===== src/rtl/icache_fetch.sv =====
// Direct-mapped, one-word-per-line instruction cache refilled byte-serially from mem_ctrl.
// Optional hit/miss counters are enabled by defining ICACHE_STATS_EN.
module icache_fetch #(
    parameter int unsigned IDX_W  = 6,
    parameter int unsigned ADDR_W = 32
) (
    input  logic              clk_in,
    input  logic              rst_in,
    input  logic              rdy_in,
    input  logic              clear,
    input  logic              req_valid,
    input  logic [ADDR_W-1:0] req_pc,
    output logic              req_ready,
    output logic              inst_valid,
    output logic [31:0]       inst,
    output logic [ADDR_W-1:0] inst_pc,
    output logic              mem_req,
    output logic [ADDR_W-1:0] mem_addr,
    input  logic              mem_gnt,
    input  logic              mem_byte_vld,
    input  logic [7:0]        mem_byte
`ifdef ICACHE_STATS_EN
    ,
    output logic [31:0]       hit_cnt,
    output logic [31:0]       miss_cnt
`endif
);

    localparam int unsigned LINES = 1 << IDX_W;
    localparam int unsigned TAG_W = 16 - IDX_W;

    typedef enum logic [1:0] {StIdle, StRefill, StResp} state_e;

    state_e              state_q, state_d;
    logic [ADDR_W-1:0]   pc_q, pc_d;
    logic [2:0]          issue_q, issue_d;
    logic [2:0]          recv_q, recv_d;
    logic [31:0]         buf_q, buf_d;
    logic                squash_q, squash_d;
    logic                inst_valid_q, inst_valid_d;
    logic [31:0]         inst_q, inst_d;
    logic [ADDR_W-1:0]   inst_pc_q, inst_pc_d;
    logic [LINES-1:0]    valid_q;
    logic [31:0]         data_q [LINES];
    logic [TAG_W-1:0]    tag_q [LINES];

    logic [IDX_W-1:0]    req_idx, fill_idx;
    logic [TAG_W-1:0]    req_tag, fill_tag;
    logic                hit, accept, fill_we;
    logic [31:0]         fill_data;

    assign req_idx  = req_pc[IDX_W+1:2];
    assign req_tag  = req_pc[17:IDX_W+2];
    assign fill_idx = pc_q[IDX_W+1:2];
    assign fill_tag = pc_q[17:IDX_W+2];
    assign hit      = valid_q[req_idx] && (tag_q[req_idx] == req_tag);
    assign accept   = (state_q == StIdle) && req_valid && !clear;

    always_comb begin
        state_d      = state_q;
        pc_d         = pc_q;
        issue_d      = issue_q;
        recv_d       = recv_q;
        buf_d        = buf_q;
        squash_d     = squash_q;
        inst_valid_d = 1'b0;
        inst_d       = inst_q;
        inst_pc_d    = inst_pc_q;
        fill_we      = 1'b0;
        fill_data    = buf_q;
        unique case (state_q)
            StIdle: begin
                if (accept) begin
                    if (hit) begin
                        inst_valid_d = 1'b1;
                        inst_d       = data_q[req_idx];
                        inst_pc_d    = req_pc;
                    end else begin
                        pc_d     = req_pc;
                        issue_d  = 3'd0;
                        recv_d   = 3'd0;
                        squash_d = 1'b0;
                        state_d  = StRefill;
                    end
                end
            end
            StRefill: begin
                if (clear) squash_d = 1'b1;
                if (mem_gnt && !issue_q[2]) issue_d = issue_q + 3'd1;
                if (mem_byte_vld) begin
                    buf_d[{recv_q[1:0], 3'b000} +: 8] = mem_byte;
                    recv_d = recv_q + 3'd1;
                    if (recv_q == 3'd3) begin
                        // Line is filled even when squashed: instruction memory is static.
                        fill_we   = 1'b1;
                        fill_data = buf_d;
                        state_d   = StResp;
                        if (!(squash_q || clear)) begin
                            inst_valid_d = 1'b1;
                            inst_d       = buf_d;
                            inst_pc_d    = pc_q;
                        end
                    end
                end
            end
            StResp: begin
                state_d = StIdle;
            end
            default: begin
                state_d = StIdle;
            end
        endcase
    end

    always_ff @(posedge clk_in) begin
        if (rst_in) begin
            state_q      <= StIdle;
            pc_q         <= '0;
            issue_q      <= 3'd0;
            recv_q       <= 3'd0;
            buf_q        <= 32'd0;
            squash_q     <= 1'b0;
            inst_valid_q <= 1'b0;
            inst_q       <= 32'd0;
            inst_pc_q    <= '0;
            valid_q      <= '0;
        end else if (rdy_in) begin
            state_q      <= state_d;
            pc_q         <= pc_d;
            issue_q      <= issue_d;
            recv_q       <= recv_d;
            buf_q        <= buf_d;
            squash_q     <= squash_d;
            inst_valid_q <= inst_valid_d;
            inst_q       <= inst_d;
            inst_pc_q    <= inst_pc_d;
            if (fill_we) valid_q[fill_idx] <= 1'b1;
        end
    end

    // Data and tag arrays need no reset; the valid bits gate every lookup.
    always_ff @(posedge clk_in) begin
        if (!rst_in && rdy_in && fill_we) begin
            data_q[fill_idx] <= fill_data;
            tag_q[fill_idx]  <= fill_tag;
        end
    end

    assign req_ready  = (state_q == StIdle);
    assign inst_valid = inst_valid_q && !clear;
    assign inst       = inst_q;
    assign inst_pc    = inst_pc_q;
    assign mem_req    = (state_q == StRefill) && !issue_q[2];
    assign mem_addr   = mem_req ? {pc_q[ADDR_W-1:2], issue_q[1:0]} : '0;

`ifdef ICACHE_STATS_EN
    logic [31:0] hit_cnt_q, miss_cnt_q;

    always_ff @(posedge clk_in) begin
        if (rst_in) begin
            hit_cnt_q  <= 32'd0;
            miss_cnt_q <= 32'd0;
        end else if (rdy_in) begin
            if (accept && hit)  hit_cnt_q  <= hit_cnt_q + 32'd1;
            if (accept && !hit) miss_cnt_q <= miss_cnt_q + 32'd1;
        end
    end

    assign hit_cnt  = hit_cnt_q;
    assign miss_cnt = miss_cnt_q;
`endif

endmodule


===== config.mk =====
export PLATFORM = sky130hd
export DESIGN_NAME = icache_fetch
export DESIGN_NICKNAME = d
export VERILOG_FILES = /design/src/rtl/icache_fetch.sv
export SDC_FILE = /design/constraint.sdc
export NUM_CORES = 2
export LEC_CHECK = 0
export ABC_AREA = 1
export CORE_ASPECT_RATIO = 0.8
export CORE_MARGIN = 2
export CORE_UTILIZATION = 40
export CTS_BUF_LIST = sky130_fd_sc_hd__clkbuf_8 sky130_fd_sc_hd__clkbuf_16
export CTS_CLUSTER_SIZE = 8
export DETAILED_ROUTE_END_ITERATION = 6
export PLACE_DENSITY = 0.56
export RECOVER_POWER = 25
export SLEW_MARGIN = 20
export SYNTH_ARGS = -nofsm -noshare
export SYNTH_HDL_FRONTEND = slang
export SYNTH_SLANG_ARGS = --single-unit
export TNS_END_PERCENT = 100

===== constraint.sdc =====
create_clock -name clk_in -period 3.76 [get_ports clk_in]
set_input_delay 0.564 -clock clk_in [delete_from_list [all_inputs] [get_ports clk_in]]
set_output_delay 0.564 -clock clk_in [all_outputs]
set_load 0.005 [all_outputs]

======== Word level (Yosys, flattened, before mapping) ========
Memories as Yosys holds them, arrays and structs flattened.
Index checks and enable logic that the tools add are counted.
word-level totals
  flip-flop bits (word level) ............. 202
  bits in writable memories ............... 2688
  input port bits ......................... 47
  output and inout bits ................... 99
  logic and storage cells ................. 103
  memories ................................ 2
memory list
  name    words  bits a word  rd ports  clocked after memory_dff  write ports  line  text
  data_q  64     32           1         0                         1            44    logic [31:0] data_q [LINES];
  tag_q   64     10           1         0                         1            45    logic [TAG_W-1:0] tag_q [LINES];
cells by class
  add/sub/neg operators ................... 3
  $lt $le $gt $ge ......................... 3
  eq/ne operators ......................... 11
  shift operators ......................... 2
  mux-type cells .......................... 47
  bitwise gates (word level) .............. 2
  reduce and logical (&&, ||, !) cells .... 23
operator list
  kind                      number
  $mux W32                  14
  $pmux W32 S2              2
  $or A64 B64 Y64           1
  $bwmux W32                1
  $shift A8 B7 Y32 const A  1
  $shiftx A8 B7 Y32         1
  $reduce_and A5 Y1         4
  $mux W1                   15
  $lt A6 B7 Y1 const B      2
  $mux W3                   4
  $ne A2 B2 Y1 const B      6
  $pmux W3 S2               2
  $eq A10 B10 Y1            1
  $logic_and A1 B1 Y1       9
  $mux W2                   4
  $neg A5 Y7                1
  $reduce_and A7 Y1         1
  $add A3 B1 Y3 const B     2
  $bmux W1 S6               1
  $demux W1 S6              1
  $ge A6 B1 Y1 const B      1
  $ne A2 B1 Y1 const B      2
  $pmux W1 S2               2
  $pmux W2 S2               1
  other kinds (10)          12

======== Logic depth before layout (Yosys ltp) ========
  depth after elaboration ................. 7
  depth in mapped cells ................... 23
  depth with buffers taken out ............ 20

======== Worst setup path after synthesis ========
OpenSTA, ideal clock, no wires.
  path type ............................... register to register
  start ................................... register recv_q[1]
  end ..................................... memory data_q[10][0], enable pin
  library setup time ...................... 0.442 ns
  arrival time ............................ 3.645 ns
  required time ........................... 3.318 ns
  slack ................................... -0.327 ns
  stages on the path, launching flop included .. 11
  path buffers ............................ 2
  period minus slack after synthesis ...... 4.087 ns
  path through ............................ dfxtp_1 > ha_1 > ha_1 > nand2_1 > nor2_1 > inv_1 > clkbuf_1 > nor4_1 > nand3_1 > clkbuf_1 > nor2_1
on the way
  word-level cells in the longest chain between the ends .. 7
ends and longest elaborated chain
  element                        line  text
  from (decl)                    37    logic [2:0] recv_q, recv_d;
  from (signal assigned)         131   recv_q <= recv_d;
  $eq A3 B2 Y1                   93    if (recv_q == 3'd3) begin
  $mux W1                        93
  $mux W1                        90    if (mem_byte_vld) begin
  $mux W1                        71    unique case (state_q)
  $logic_and A1 B1 Y1            143   if (!rst_in && rdy_in && fill_we) begin
  $mux W1                        143
  $mux W1 (implied by the code)  144   data_q[fill_idx] <= fill_data;
  to (decl)                      44
Every way passes these cells.

======== Worst setup path in the final report ========
  start ................................... register recv_q[1]
  end ..................................... memory data_q[0][24], data pin
on the way
  word-level cells in the longest chain between the ends .. 6
  elaborated cells on any way between the ends .. 8
  classes of those cells .................. add/sub: 1; eq/ne: 1; shift: 2; mux: 4
ends and longest elaborated chain
  element                                                       line  text
  $neg A5 Y7                                                    91    buf_d[{recv_q[1:0], 3'b000} +: 8] = mem_byte;
  $shiftx A8 B7 Y32 / $shift A8 B7 Y32 (equally long branches)  91
  $bwmux W32                                                    91
  $mux W32 *                                                    93
  $mux W32 *                                                    90
  $mux W32 *                                                    71
  named net fill_data[24]                                       50    logic [31:0] fill_data;
Mark *: on every way through the listed nets, which the timed path passes. The rest lies on a longest branch.

==> tab_implementation.tex <==
\begin{tabular}{lr}
\hline
Metric & Value \\
\hline
\multicolumn{2}{l}{\textbf{Worst setup path}} \\
Flop-to-flop setup slack & between 0.15 and 0.2 ns \\
Max FO, Critical Path & between 60 and 70 \\
Type of element capturing the critical path & flop \\
Worst reg2reg path depth & 9 \\
Startpoint class of the critical path & flop \\
CP endpoint & data\_q[0][24] \\
Delay contributed by the slowest stage of the critical path & between 1 and 1.5 ns \\
Series of cell instances along the critical path & ha\_1 -> ha\_1 -> nand2\_1 -> nor2\_1 -> inv\_1 -> buf\_4 -> o21ai\_0 -> inv\_1 -> clkbuf\_2 \\
Type of the worst setup path & reg2reg \\
Worst-path cell with the longest stage delay & clkbuf\_2 \\
Data required time at the worst endpoint & roughly 4.2 ns \\
Critical Path AT & roughly 4 ns \\
Worst flop-to-flop path endpoint & data\_q[0][24] \\
Launch point of the critical path & recv\_q[1] \\
Launching point of the worst reg2reg path & recv\_q[1] \\
\multicolumn{2}{l}{\textbf{Clock network}} \\
Clock tree from TritonCTS & yes \\
TritonCTS Buffers & roughly 400 \\
Post-CTS setup repair buffer count & 0 \\
Clock latency at the later pin of the worst-skew pair & 0.90 ns \\
CTS Hold Bufs & 0 \\
Root Buffer & clkbuf\_16 \\
Number of H-tree levels & 5 \\
Maximum clock insertion buffer count & 4 \\
Number of clock sinks & just under 3,000 \\
Clk pin slew, worst setup/hold paths & approximately 0.060 ns \\
\multicolumn{2}{l}{\textbf{Cells and area}} \\
Register Area & approximately 0.085 sq mm \\
Area taken by multi-input logic gates & roughly 0.027 sq mm \\
Total of fill cells in the finished design & between 20,000 and 30,000 \\
Layout Utilization & a little under half \\
Fin nets & around 10,000 \\
Ratio of cells with drive above 1 in the final layout & a little over a tenth \\
Post-route cell area & 0.136 sq mm \\
Area overhead of the layout relative to synthesis & 18.2\% \\
\multicolumn{2}{l}{\textbf{Timing}} \\
Normalized max-slew margin & -106\% \\
Hold violation total from the final report & 0 \\
Slew Limit Fails & between 600 and 700 \\
FMAX & roughly 280 MHz \\
Min Hold Slack & between 0.09 and 0.1 ns \\
Setup repair after global routing missed its margin & false \\
Period utilization & 95.6\% \\
Worst-margin pin slew & 3.10 ns \\
Final min period & approximately 3.6 ns \\
Final setup viols & 0 \\
Setup clock skew after layout & approximately 0.062 ns \\
Min setup slack post-route & $\sim$0.17 ns \\
\multicolumn{2}{l}{\textbf{GRT}} \\
Global-route total usage across every layer & 25.8\% \\
First-pass GRT wire length & 550 mm \\
Maximum number of pins on one net before global-route repair & 103 \\
Antenna violations before repair & 11 \\
Aggregate global routing overflow & 0 \\
Vias in the first global route & between 70,000 and 80,000 \\
\multicolumn{2}{l}{\textbf{Detailed routing}} \\
Wirelength, routed & a little under 400 mm \\
Residual DRC count & 0 \\
DR vias & 81,700 \\
1st-pass router iterations & 6 \\
Routed WL per cell & $\sim$28 um \\
Number of DRC markers in iteration 0 & about 11,000 \\
Remaining number of nets flagged by the antenna check after routing & 0 \\
Routed via count divided by cell count & between 5 and 6 \\
\multicolumn{2}{l}{\textbf{Pwr}} \\
Power Dens Cells & roughly 520 mW/mm\^{}2 \\
Clock share of power & a little under half \\
Switching power as a share of total power & $\sim$22\% \\
Relative contribution of sequential cells to total power & about half \\
Peak VDD IR & approximately 0.47 mV \\
Internal power & approximately 55 mW \\
Share of total power in combinational logic & 5.7\% \\
Total net switching power & $\sim$16 mW \\
Leakage & between 40 and 50 nW \\
\multicolumn{2}{l}{\textbf{Run status}} \\
Violated checks & capacitance limit, slew limit \\
Outcome & finished with violations \\
\multicolumn{2}{l}{\textbf{Synthesis}} \\
Yosys Warn Count & 0 \\
Area share of the largest cell type after synthesis & between 70\% and 80\% \\
Cell type with the largest total area after synthesis & edfxtp\_1 \\
Synth Instances & around 9,500 \\
Post-synthesis cell area & roughly 0.11 sq mm \\
Sequential area share after synthesis & about three quarters \\
Count of different cell masters after synthesis & 32 \\
Per-instance average area after synthesis & between 10 and 15 sq um \\
Number of storage elements in the synthesis netlist & around 2,900 \\
Largest cells by area after synthesis & edfxtp\_1 70\%, o21ai\_0 6.3\%, nor2\_1 5.0\% \\
Net count after synthesis & approximately 9,600 \\
\multicolumn{2}{l}{\textbf{Min path}} \\
Path class of the lowest-slack min-delay path & in2reg \\
Hold Path Depth & 2 \\
Beginning of the worst hold path & rst\_in \\
\multicolumn{2}{l}{\textbf{Floorplan}} \\
Die width & 603 um \\
Placement row count & between 150 and 200 \\
Initial core utilization & 40.3\% \\
Core area & between 0.2 and 0.3 sq mm \\
Die outline area & a little under 0.3 sq mm \\
Vertical extent of the die & approximately 480 um \\
Num ports & approximately 150 \\
\multicolumn{2}{l}{\textbf{Placement}} \\
Sum of net half-perimeters after detailed placement & around 220 mm \\
Placed instance area & 0.125 sq mm \\
Post-Place Setup Slack & -0.0821 ns \\
Final GP Congestion & 0.864 \\
\# port buffers & roughly 150 \\
\multicolumn{2}{l}{\textbf{Run}} \\
Maxcap violations & 10 \\
\hline
\end{tabular}
==> cells in the mapped netlist <==
master       n
nand3_1    779
inv_2        4
a21oi_1    127
nand4_1      6
inv_1      157
a31oi_1      4
buf_4       35
clkinv_1     3
o211ai_1     2
nand2_1   1160
edfxtp_1  2688
o22ai_1    634
o221ai_1     6
o32ai_1     40
dfxtp_1    202
o21ai_0   1438
nor2_1    1527
nor4_1       1
buf_6        4
nor3_1       2
a21boi_2     1
nand2_2      1
o21a_1       6
buf_1       49
clkbuf_1   428
o31ai_1      1
a21boi_0     7
buf_2      181
mux2i_1      1
o21ai_1      4
ha_1         8
xnor2_1      1
==> layout by cell type, fill, tap and decap left out, types with 171 or more instances in the layout <==
master / count
o21ai_0: 1438
nor2_1: 1463
inv_1: 231
dfxtp_1: 201
buf_4: 374
edfxtp_1: 2688
nand2_1: 1158
clkbuf_16: 412
nand3_1: 778
o22ai_1: 634
buf_12: 171
==> area by class of cell <==
cell class	count	area share, %
Multi-Input combinational cell	5756	19.9
Clock inverter	90	0.326
Clock buffer	412	7.59
Sequential cell	2890	62.4
Timing Repair Buffer	720	5.77
Antenna cell	4	0.00737
Tap cell	3805	3.50
Inverter	164	0.487
==> power by group through the flow <==
stage	Clock [mW]	Combinational [mW]	Sequential (mW)
6_report	32.0	4.03	34.9
5_1_grt	33.6	4.32	34.9
4_1_cts	32.4	3.98	34.9
3_5_place_dp	0	3.96	35.5
3_3_place_gp	0	3.94	35.5
2_1_floorplan	0	2.14	35.6
==> metrics by stage <==
stage | cells | power [mW] | setup TNS (ns)
6_report | 13800 | 71.0 | 0
5_1_grt | 13800 | 72.9 | 0
4_1_cts | 13800 | 71.3 | 0
3_5_place_dp | 13300 | 39.5 | -0.0923
3_3_place_gp | 13300 | 39.5 | -0.131
2_1_floorplan | 9507 | 37.7 | -758.32
==> metal layers <==
layer / share of wire [%] / vias to the layer above / global-route usage, %
met3: 10 / 783 / 4.82
met1: 42 / 40900 / 37.6
met2: 43 / 4670 / 38.2
li1: - / 35400 / -
met5: 0.0060 / - / 0
met4: 4.1 / 4 / 9.48
==> worst max-delay path: cells and delay by family, from the launching register on <==
| kind | cells | cell delay (ns) |
|---|---|---|
| AND/OR/NAND/NOR | 2 | 0.18 |
| buffers and inverters | 4 | 1.86 |
| flip-flops | 1 | 0.36 |
| adder cells (fa/ha/maj) | 2 | 0.48 |
| AO/OA/AOI/OAI | 1 | 0.19 |
==> worst min-delay path by stage <==
stage                             end  slack (ns)
after global routing         pc_q[11]        0.09
after CTS                     pc_q[5]        0.05
after detailed placement  valid_q[27]        0.44
after global placement    valid_q[50]        0.44
after floorplan           valid_q[63]        0.43
final                         pc_q[5]         0.1
==> registers in the layout, indices dropped and copies added (netlist names) <==
signal	count
squash_q	1
tag_q	640
valid_q	64
pc_q	32
state_q	2
inst_pc	32
issue_q	3
data_q	2048
inst	32
recv_q	3
buf_q	32
inst_valid_q	1
==> cell families after synthesis <==
| group | count (synthesis) | synth area share (%) |
|---|---|---|
| simple gates | 3476 | 12.2 |
| flops | 2890 | 73.8 |
| compound gates | 2270 | 10.8 |
| buf+inv | 861 | 3.15 |
| fa+ha+maj | 8 | 0.0871 |
| xor+xnor | 1 | 0.00762 |
| mux | 1 | 0.00871 |
==> timing repair <==
| item | CTS | global route |
|---|---|---|
| gates cloned | 0 | 0 |
| endpoints found under the setup margin | 23 | 25 |
| hold endpoints to repair | 0 | 0 |
| gates resized for setup | 4 | 2 |
(Power assumes the default switching activity.)
